$ cat src/rtl/mult_arb_pkg.sv
// Shared types for the shared-multiplier arbiter.
// Holds the transaction state encoding and its width.
package mult_arb_pkg;

   localparam int MultArbStateWidth = 2;

   typedef enum logic [MultArbStateWidth-1:0] {
      ST_IDLE  = 2'd0,
      ST_ISSUE = 2'd1,
      ST_WAIT  = 2'd2,
      ST_RESP  = 2'd3
   } mult_arb_state_e;

endpackage

$ cat src/rtl/mult_arbiter_rr_arbiter.sv
// Combinational round-robin picker: first set request at or after ptr.
// Ports: req (requests), ptr (search start), idx/gnt (winner), any (some req).
module rr_arbiter #(
   parameter int NUM_PORTS = 6,
   parameter int SEL_WIDTH = 3
) (
   input  logic [NUM_PORTS-1:0] req,
   input  logic [SEL_WIDTH-1:0] ptr,
   output logic [SEL_WIDTH-1:0] idx,
   output logic [NUM_PORTS-1:0] gnt,
   output logic                 any
);

   always_comb begin : pick
      int pos;
      pos = 0;
      idx = '0;
      gnt = '0;
      any = 1'b0;
      for (int i = 0; i < NUM_PORTS; i++) begin
         // Walk upward from ptr, wrapping past the last port.
         pos = int'(ptr) + i;
         if (pos >= NUM_PORTS) begin
            pos = pos - NUM_PORTS;
         end
         if (!any && req[pos]) begin
            any      = 1'b1;
            idx      = SEL_WIDTH'(pos);
            gnt[pos] = 1'b1;
         end
      end
   end

endmodule

$ cat src/rtl/mult_arbiter.sv
// Round-robin owner of one sequential multiplier shared by NUM_PORTS ports.
// Latches the winner's operands, pulses start, waits for done, returns result.
// Ports: clk_i/rst_i (async high), req_i/mult_a_i/mult_b_i (requesters),
//   gnt_o/sel_o/result_o/overflow_o/result_valid_o/error_o (responses),
//   mult_a_o/mult_b_o/start_o and value_i/overflow_i/done_i (multiplier).
// Optional watchdog: define MULT_ARB_TIMEOUT_EN to abort a hung WAIT.
module mult_arbiter
   import mult_arb_pkg::*;
#(
   parameter int NUM_PORTS     = 6,
   parameter int SEL_WIDTH     = NUM_PORTS > 1 ? $clog2(NUM_PORTS) : 1,
   parameter int DataWidth     = 8,
   parameter int ResultWidth   = 2 * DataWidth,
   parameter int TimeoutCycles = 64
) (
   input  logic                           clk_i,
   input  logic                           rst_i,
   input  logic [NUM_PORTS-1:0]           req_i,
   input  logic [DataWidth*NUM_PORTS-1:0] mult_a_i,
   input  logic [DataWidth*NUM_PORTS-1:0] mult_b_i,
   output logic [NUM_PORTS-1:0]           gnt_o,
   output logic [SEL_WIDTH-1:0]           sel_o,
   output logic [ResultWidth-1:0]         result_o,
   output logic                           overflow_o,
   output logic [NUM_PORTS-1:0]           result_valid_o,
   output logic                           error_o,
   output logic [DataWidth-1:0]           mult_a_o,
   output logic [DataWidth-1:0]           mult_b_o,
   output logic                           start_o,
   input  logic [ResultWidth-1:0]         value_i,
   input  logic                           overflow_i,
   input  logic                           done_i
);

   mult_arb_state_e state_q;
   mult_arb_state_e state_d;

   logic [SEL_WIDTH-1:0] rr_ptr_q;
   logic [SEL_WIDTH-1:0] next_ptr;
   logic [SEL_WIDTH-1:0] sel_q;

   logic [SEL_WIDTH-1:0] arb_idx;
   logic [NUM_PORTS-1:0] arb_gnt;
   logic                 arb_any;

   logic [DataWidth-1:0] a_sel;
   logic [DataWidth-1:0] b_sel;

   logic                 busy;
   logic                 capture;
   logic                 tmo;

   rr_arbiter #(
      .NUM_PORTS (NUM_PORTS),
      .SEL_WIDTH (SEL_WIDTH)
   ) u_rr (
      .req (req_i),
      .ptr (rr_ptr_q),
      .idx (arb_idx),
      .gnt (arb_gnt),
      .any (arb_any)
   );

   // Operand mux driven by the one-hot pick, not by the index.
   always_comb begin
      a_sel = '0;
      b_sel = '0;
      for (int p = 0; p < NUM_PORTS; p++) begin
         if (arb_gnt[p]) begin
            a_sel = mult_a_i[p*DataWidth +: DataWidth];
            b_sel = mult_b_i[p*DataWidth +: DataWidth];
         end
      end
   end

`ifdef MULT_ARB_TIMEOUT_EN
   localparam int CntW = $clog2(TimeoutCycles + 1);

   logic [CntW-1:0] cnt_q;

   // Fires on the last allowed WAIT cycle so RESP follows immediately.
   assign tmo = (state_q == ST_WAIT) && !done_i &&
                (cnt_q == CntW'(TimeoutCycles - 1));

   always_ff @(posedge clk_i or posedge rst_i) begin
      if (rst_i) begin
         cnt_q <= '0;
      end else if (state_d == ST_ISSUE) begin
         cnt_q <= '0;
      end else if (state_q == ST_WAIT) begin
         cnt_q <= cnt_q + 1'b1;
      end
   end
`else
   // No watchdog: WAIT holds until done. Always false for legal settings.
   assign tmo = (TimeoutCycles < 0);
`endif

   assign busy    = (state_q == ST_ISSUE) || (state_q == ST_WAIT);
   assign capture = busy && done_i;

   assign next_ptr = (int'(sel_q) == NUM_PORTS - 1) ?
                     '0 : sel_q + 1'b1;

   always_comb begin
      state_d = state_q;
      unique case (state_q)
         ST_IDLE: begin
            if (arb_any) begin
               state_d = ST_ISSUE;
            end
         end
         ST_ISSUE: begin
            state_d = done_i ? ST_RESP : ST_WAIT;
         end
         ST_WAIT: begin
            if (done_i || tmo) begin
               state_d = ST_RESP;
            end
         end
         ST_RESP: begin
            state_d = ST_IDLE;
         end
         default: begin
            state_d = ST_IDLE;
         end
      endcase
   end

   always_ff @(posedge clk_i or posedge rst_i) begin
      if (rst_i) begin
         state_q        <= ST_IDLE;
         rr_ptr_q       <= '0;
         sel_q          <= '0;
         mult_a_o       <= '0;
         mult_b_o       <= '0;
         start_o        <= 1'b0;
         result_o       <= '0;
         overflow_o     <= 1'b0;
         result_valid_o <= '0;
         error_o        <= 1'b0;
      end else begin
         state_q <= state_d;
         start_o <= (state_d == ST_ISSUE);
         error_o <= tmo;

         if (state_d == ST_RESP) begin
            result_valid_o <= NUM_PORTS'(1) << sel_q;
         end else begin
            result_valid_o <= '0;
         end

         if (state_q == ST_IDLE && arb_any) begin
            sel_q    <= arb_idx;
            mult_a_o <= a_sel;
            mult_b_o <= b_sel;
         end

         if (capture) begin
            result_o   <= value_i;
            overflow_o <= overflow_i;
         end else if (tmo) begin
            result_o   <= '0;
            overflow_o <= 1'b0;
         end

         if (state_q == ST_RESP) begin
            rr_ptr_q <= next_ptr;
         end
      end
   end

   // Grant is owned from ISSUE through RESP.
   assign gnt_o = (state_q == ST_IDLE) ? '0 : (NUM_PORTS'(1) << sel_q);
   assign sel_o = sel_q;

endmodule

$ cat config.mk
export PLATFORM = sky130hd
export DESIGN_NAME = mult_arbiter
export DESIGN_NICKNAME = d
export VERILOG_FILES = /design/src/rtl/mult_arb_pkg.sv /design/src/rtl/mult_arbiter_rr_arbiter.sv /design/src/rtl/mult_arbiter.sv
export SDC_FILE = /design/constraint.sdc
export NUM_CORES = 1
export LEC_CHECK = 0
export CAP_MARGIN = 10
export CORE_MARGIN = 2
export CORE_UTILIZATION = 35
export DETAILED_ROUTE_END_ITERATION = 16
export DONT_BUFFER_PORTS = 1
export MAX_ROUTING_LAYER = met4
export SETUP_SLACK_MARGIN = 0.15
export SYNTH_ARGS = -nofsm -noshare
export SYNTH_HDL_FRONTEND = slang
export SYNTH_HIERARCHICAL = 1
export SYNTH_SLANG_ARGS = --single-unit
$ cat constraint.sdc
create_clock -name clk_i -period 4.5 [get_ports clk_i]
set_input_delay 0.45 -clock clk_i [delete_from_list [all_inputs] [get_ports clk_i]]
set_output_delay 0.45 -clock clk_i [all_outputs]
set_load 0.03 [all_outputs]
==> summary.txt <==
Status
  • Status: completed

STA
  • Max transition margin: 0.337
  • Slew Limit Fails: 0
  • Fmax: ~240 MHz
  • Worst Slack Setup Final: 0.308 ns
  • Hold slack: about 0.27 ns
  • Min cycle time layout: 4.19 ns
  • Fin crit share: 0.931
  • Measured slew at the worst slew-check pin: 0.994 ns
  • Setup violators final: 0
  • Total negative slack: 0 ns
  • Final Hold Viols: 0
  • RSZ-0062 raised after global routing: true
  • Final Skew: between 0.008 and 0.009 ns

Yosys
  • Top cells by count, synth: dfrtp_1 (48), nand2_1 (46), a21oi_1 (45), nor2b_1 (25), mux2_2 (24)
  • Post-synth EDFFs: 0
  • Prevailing post-synth register cell: dfrtp_1
  • YS warnings: 6
  • Mean Syn Cell Area: between 8 and 9 um2
  • Multiplexer share of the synthesized area: 0.0925
  • Fraction of the mapped netlist area in simple logic gates: 0.187
  • Synthesized net count: 662
  • Synth Register Bits: between 40 and 50
  • Cell variety after synth: 86
  • Dominant cells by area after synthesis: dfrtp_1 (26%), mux2_2 (5.8%), ha_1 (5.6%)
  • Post-synthesis compound-gate area fraction: 0.308
  • Top cell type's share of synthesized area: 0.257
  • Main combinational cell family by area after synthesis: compound AO/OA/AOI/OAI gates
  • Post-Synth XOR/XNOR Area: 0.0209
  • Most numerous cell in the Yosys netlist: dfrtp_1
  • Synthesized area: 4670 um2
  • Post-synthesis adder-cell area fraction: 0.0563
  • Syn Inst Count: 519
  • Sequential element share of the synthesized area: 0.257
  • Synth area leader: dfrtp_1
  • Async set-reset flop share out of synthesis: 1.00

Setup path
  • Slowest CP cell: a221oi_4
  • Slowest cell delay on critical path: around 0.42 ns
  • Worst Path Arrival: 4.37 ns
  • WP data required: 4.68 ns
  • Startpoint Class: flop
  • Worst Path Buf+Inv: 5
  • Crit. End Element: flop
  • R2R Setup Slk: 0.31 ns
  • Critical path class: reg -> reg
  • Top delay family on crit path: compound AO/OA/AOI/OAI gates
  • Critical Path Fanout Max: 16
  • CP most frequent cell: inv_1
  • Cell Chain, Critical Path: inv_1 > ha_2 > xnor2_4 > ha_1 > inv_1 > ha_1 > inv_1 > a31oi_4 > o22ai_1 > a221oi_4 > nor4b_4 > buf_4 > a211oi_1 > a31oi_1 > buf_4 > a211o_1 > a221o_1 > a31o_2

Drt
  • Residual DRC: 0
  • WL final: between 15000 and 20000 um
  • Vias per cell: 6.04
  • Routed WL per cell: between 20 and 25 um
  • Pre-Repair DR Iteration Count: 8
  • Antenna-violating nets left: 0
  • Via count: 4192
  • Drt first-iter violations: just under 400

Cells and area
  • Layout cells sized above 1: 0.217
  • Layout area overhead: 11.0%
  • Layout Cells excl Fill: 694
  • Final net count: 659

Placement
  • Routability cong.: roughly 1.0
  • Placed cell count: 678
  • DP HPWL: 11900 um
  • IO buf count: 0
  • Place WS: -0.00906 ns

Floorplanning
  • Chip height: 119 um
  • Core Area: ~13000 um2
  • Std-Cell Rows: 42
  • Initial Utilization: 0.355
  • I/O pin count: approximately 170
  • DIE AREA: 14300 um2
  • Die width: 119 um

Global route
  • Wire length of the first global-routing pass: 22400 um
  • Pin count of the biggest net entering global routing: 49
  • Total GRT Usage: 0.205
  • Vias in the first global route: slightly below 4000
  • Antenna violations before repair: 0
  • Grt ovf: 0

Min path
  • Hold Crit Class: in -> async

Clock tree
  • Post-CTS Hold Fix Bufs: 0
  • Reg clk slew, reported paths: 0.06 ns
  • CTS Buf Count: 5
  • CTS tree: built
  • Clock tree buffer depth: 2
  • Clock root buffer: clkbuf_16
  • Worst skew pair latency: 0.29 ns
  • Clock tree sinks: 48
  • H-tree depth: 2

Flow run
  • Total of max-cap violations: 0
[per-stage QoR]
| step | cell area (um2) | util |
|---|---|---|
| global placement | 4860 | 0.370 |
| CTS | 5040 | 0.383 |
| floorplan | 4670 | - |
| detailed placement | 4860 | 0.370 |
| global route | 5180 | 0.394 |
| finish | 5180 | 0.394 |
[cell type report]
cell class | count | area [um2]
well taps | 176 | 220
clock buffers | 6 | 129
clock inverters | 2 | 35.0
fillers | 1300 | 7960
flip-flops and latches | 48 | 1200
multi-input cells | 406 | 3260
inverters | 26 | 97.6
diodes | 1 | 2.50
repair buffers | 29 | 234
[state kept, by name, indices dropped and copies added (netlist names)]
signal and count:
mult_a_o 8, mult_b_o 8, overflow_o 1, result_o 16
result_valid_o 6, rr_ptr_q 3, sel_o 3, start_o 1
state_q 2
[final timing paths]
| check | from | endpoint | cells after the start |
|---|---|---|---|
| max in group asynchronous | rst_i | mult_a_o[4] | 1 |
| worst min-delay path | rst_i | overflow_o | 1 |
| min in group clk_i | value_i[0] | result_o[0] | 1 |
| worst max register to register | rr_ptr_q[1] | mult_a_o[6] | 18 |
| worst min register to register | rr_ptr_q[2] | rr_ptr_q[2] | 2 |
| worst max-delay path | rr_ptr_q[1] | mult_a_o[6] | 18 |
[layout by cell type, fill, tap and decap left out, types with 3 or more instances in the layout]
| cell type | netlist | final |
|---|---|---|
| a211oi_1 | 7 | 6 |
| a31o_1 | 15 | 15 |
| nor3_1 | 6 | 5 |
| nand2b_1 | 8 | 8 |
| nand3_1 | 7 | 7 |
| o22ai_1 | 7 | 7 |
| nand2_1 | 46 | 46 |
| o31ai_1 | 17 | 17 |
| o21ai_0 | 12 | 12 |
| nor3b_1 | 18 | 18 |
| clkbuf_16 | 0 | 5 |
| nor2_1 | 19 | 19 |
| a31oi_2 | 0 | 3 |
| a31oi_4 | 1 | 4 |
| a21o_1 | 3 | 3 |
| a32oi_1 | 4 | 3 |
| dfrtp_1 | 48 | 48 |
| a211o_1 | 18 | 18 |
| inv_1 | 22 | 21 |
| inv_2 | 4 | 5 |
| ha_1 | 21 | 20 |
| nor2b_1 | 25 | 24 |
| mux2i_1 | 7 | 7 |
| buf_4 | 1 | 27 |
| a221o_1 | 16 | 16 |
| mux2_2 | 24 | 24 |
| a31oi_1 | 8 | 4 |
| a21oi_1 | 45 | 45 |
| and3_1 | 3 | 3 |
| and2_1 | 4 | 4 |
[logic make-up (layout without fill, tap and decap cells)]
logic type | count (synthesis) | count (layout)
compound gates | 185 | 187
xor+xnor | 6 | 6
other cells | 1 | 2
flops | 48 | 48
buf+inv | 67 | 63
fa+ha+maj | 21 | 21
simple gates | 154 | 154
mux | 37 | 37
[layer usage]
metal  share of wire  routed length [um]  track usage
met2            0.44                6750        0.292
met4           0.030                 462       0.0625
met1            0.41                6230        0.263
met5               0                   0            -
met3            0.12                1800       0.0889
[what timing repair did]
action                     4_1_cts  5_1_grt
setup endpoints to repair       16       16
gates cloned                     0        2
gates resized for setup          3       11
setup buffers                    0        5
pin swaps                        0        4
Power is left out: the tool's default activity adds up to more than one toggle a clock period on the data nets, which glitch-free logic cannot reach.
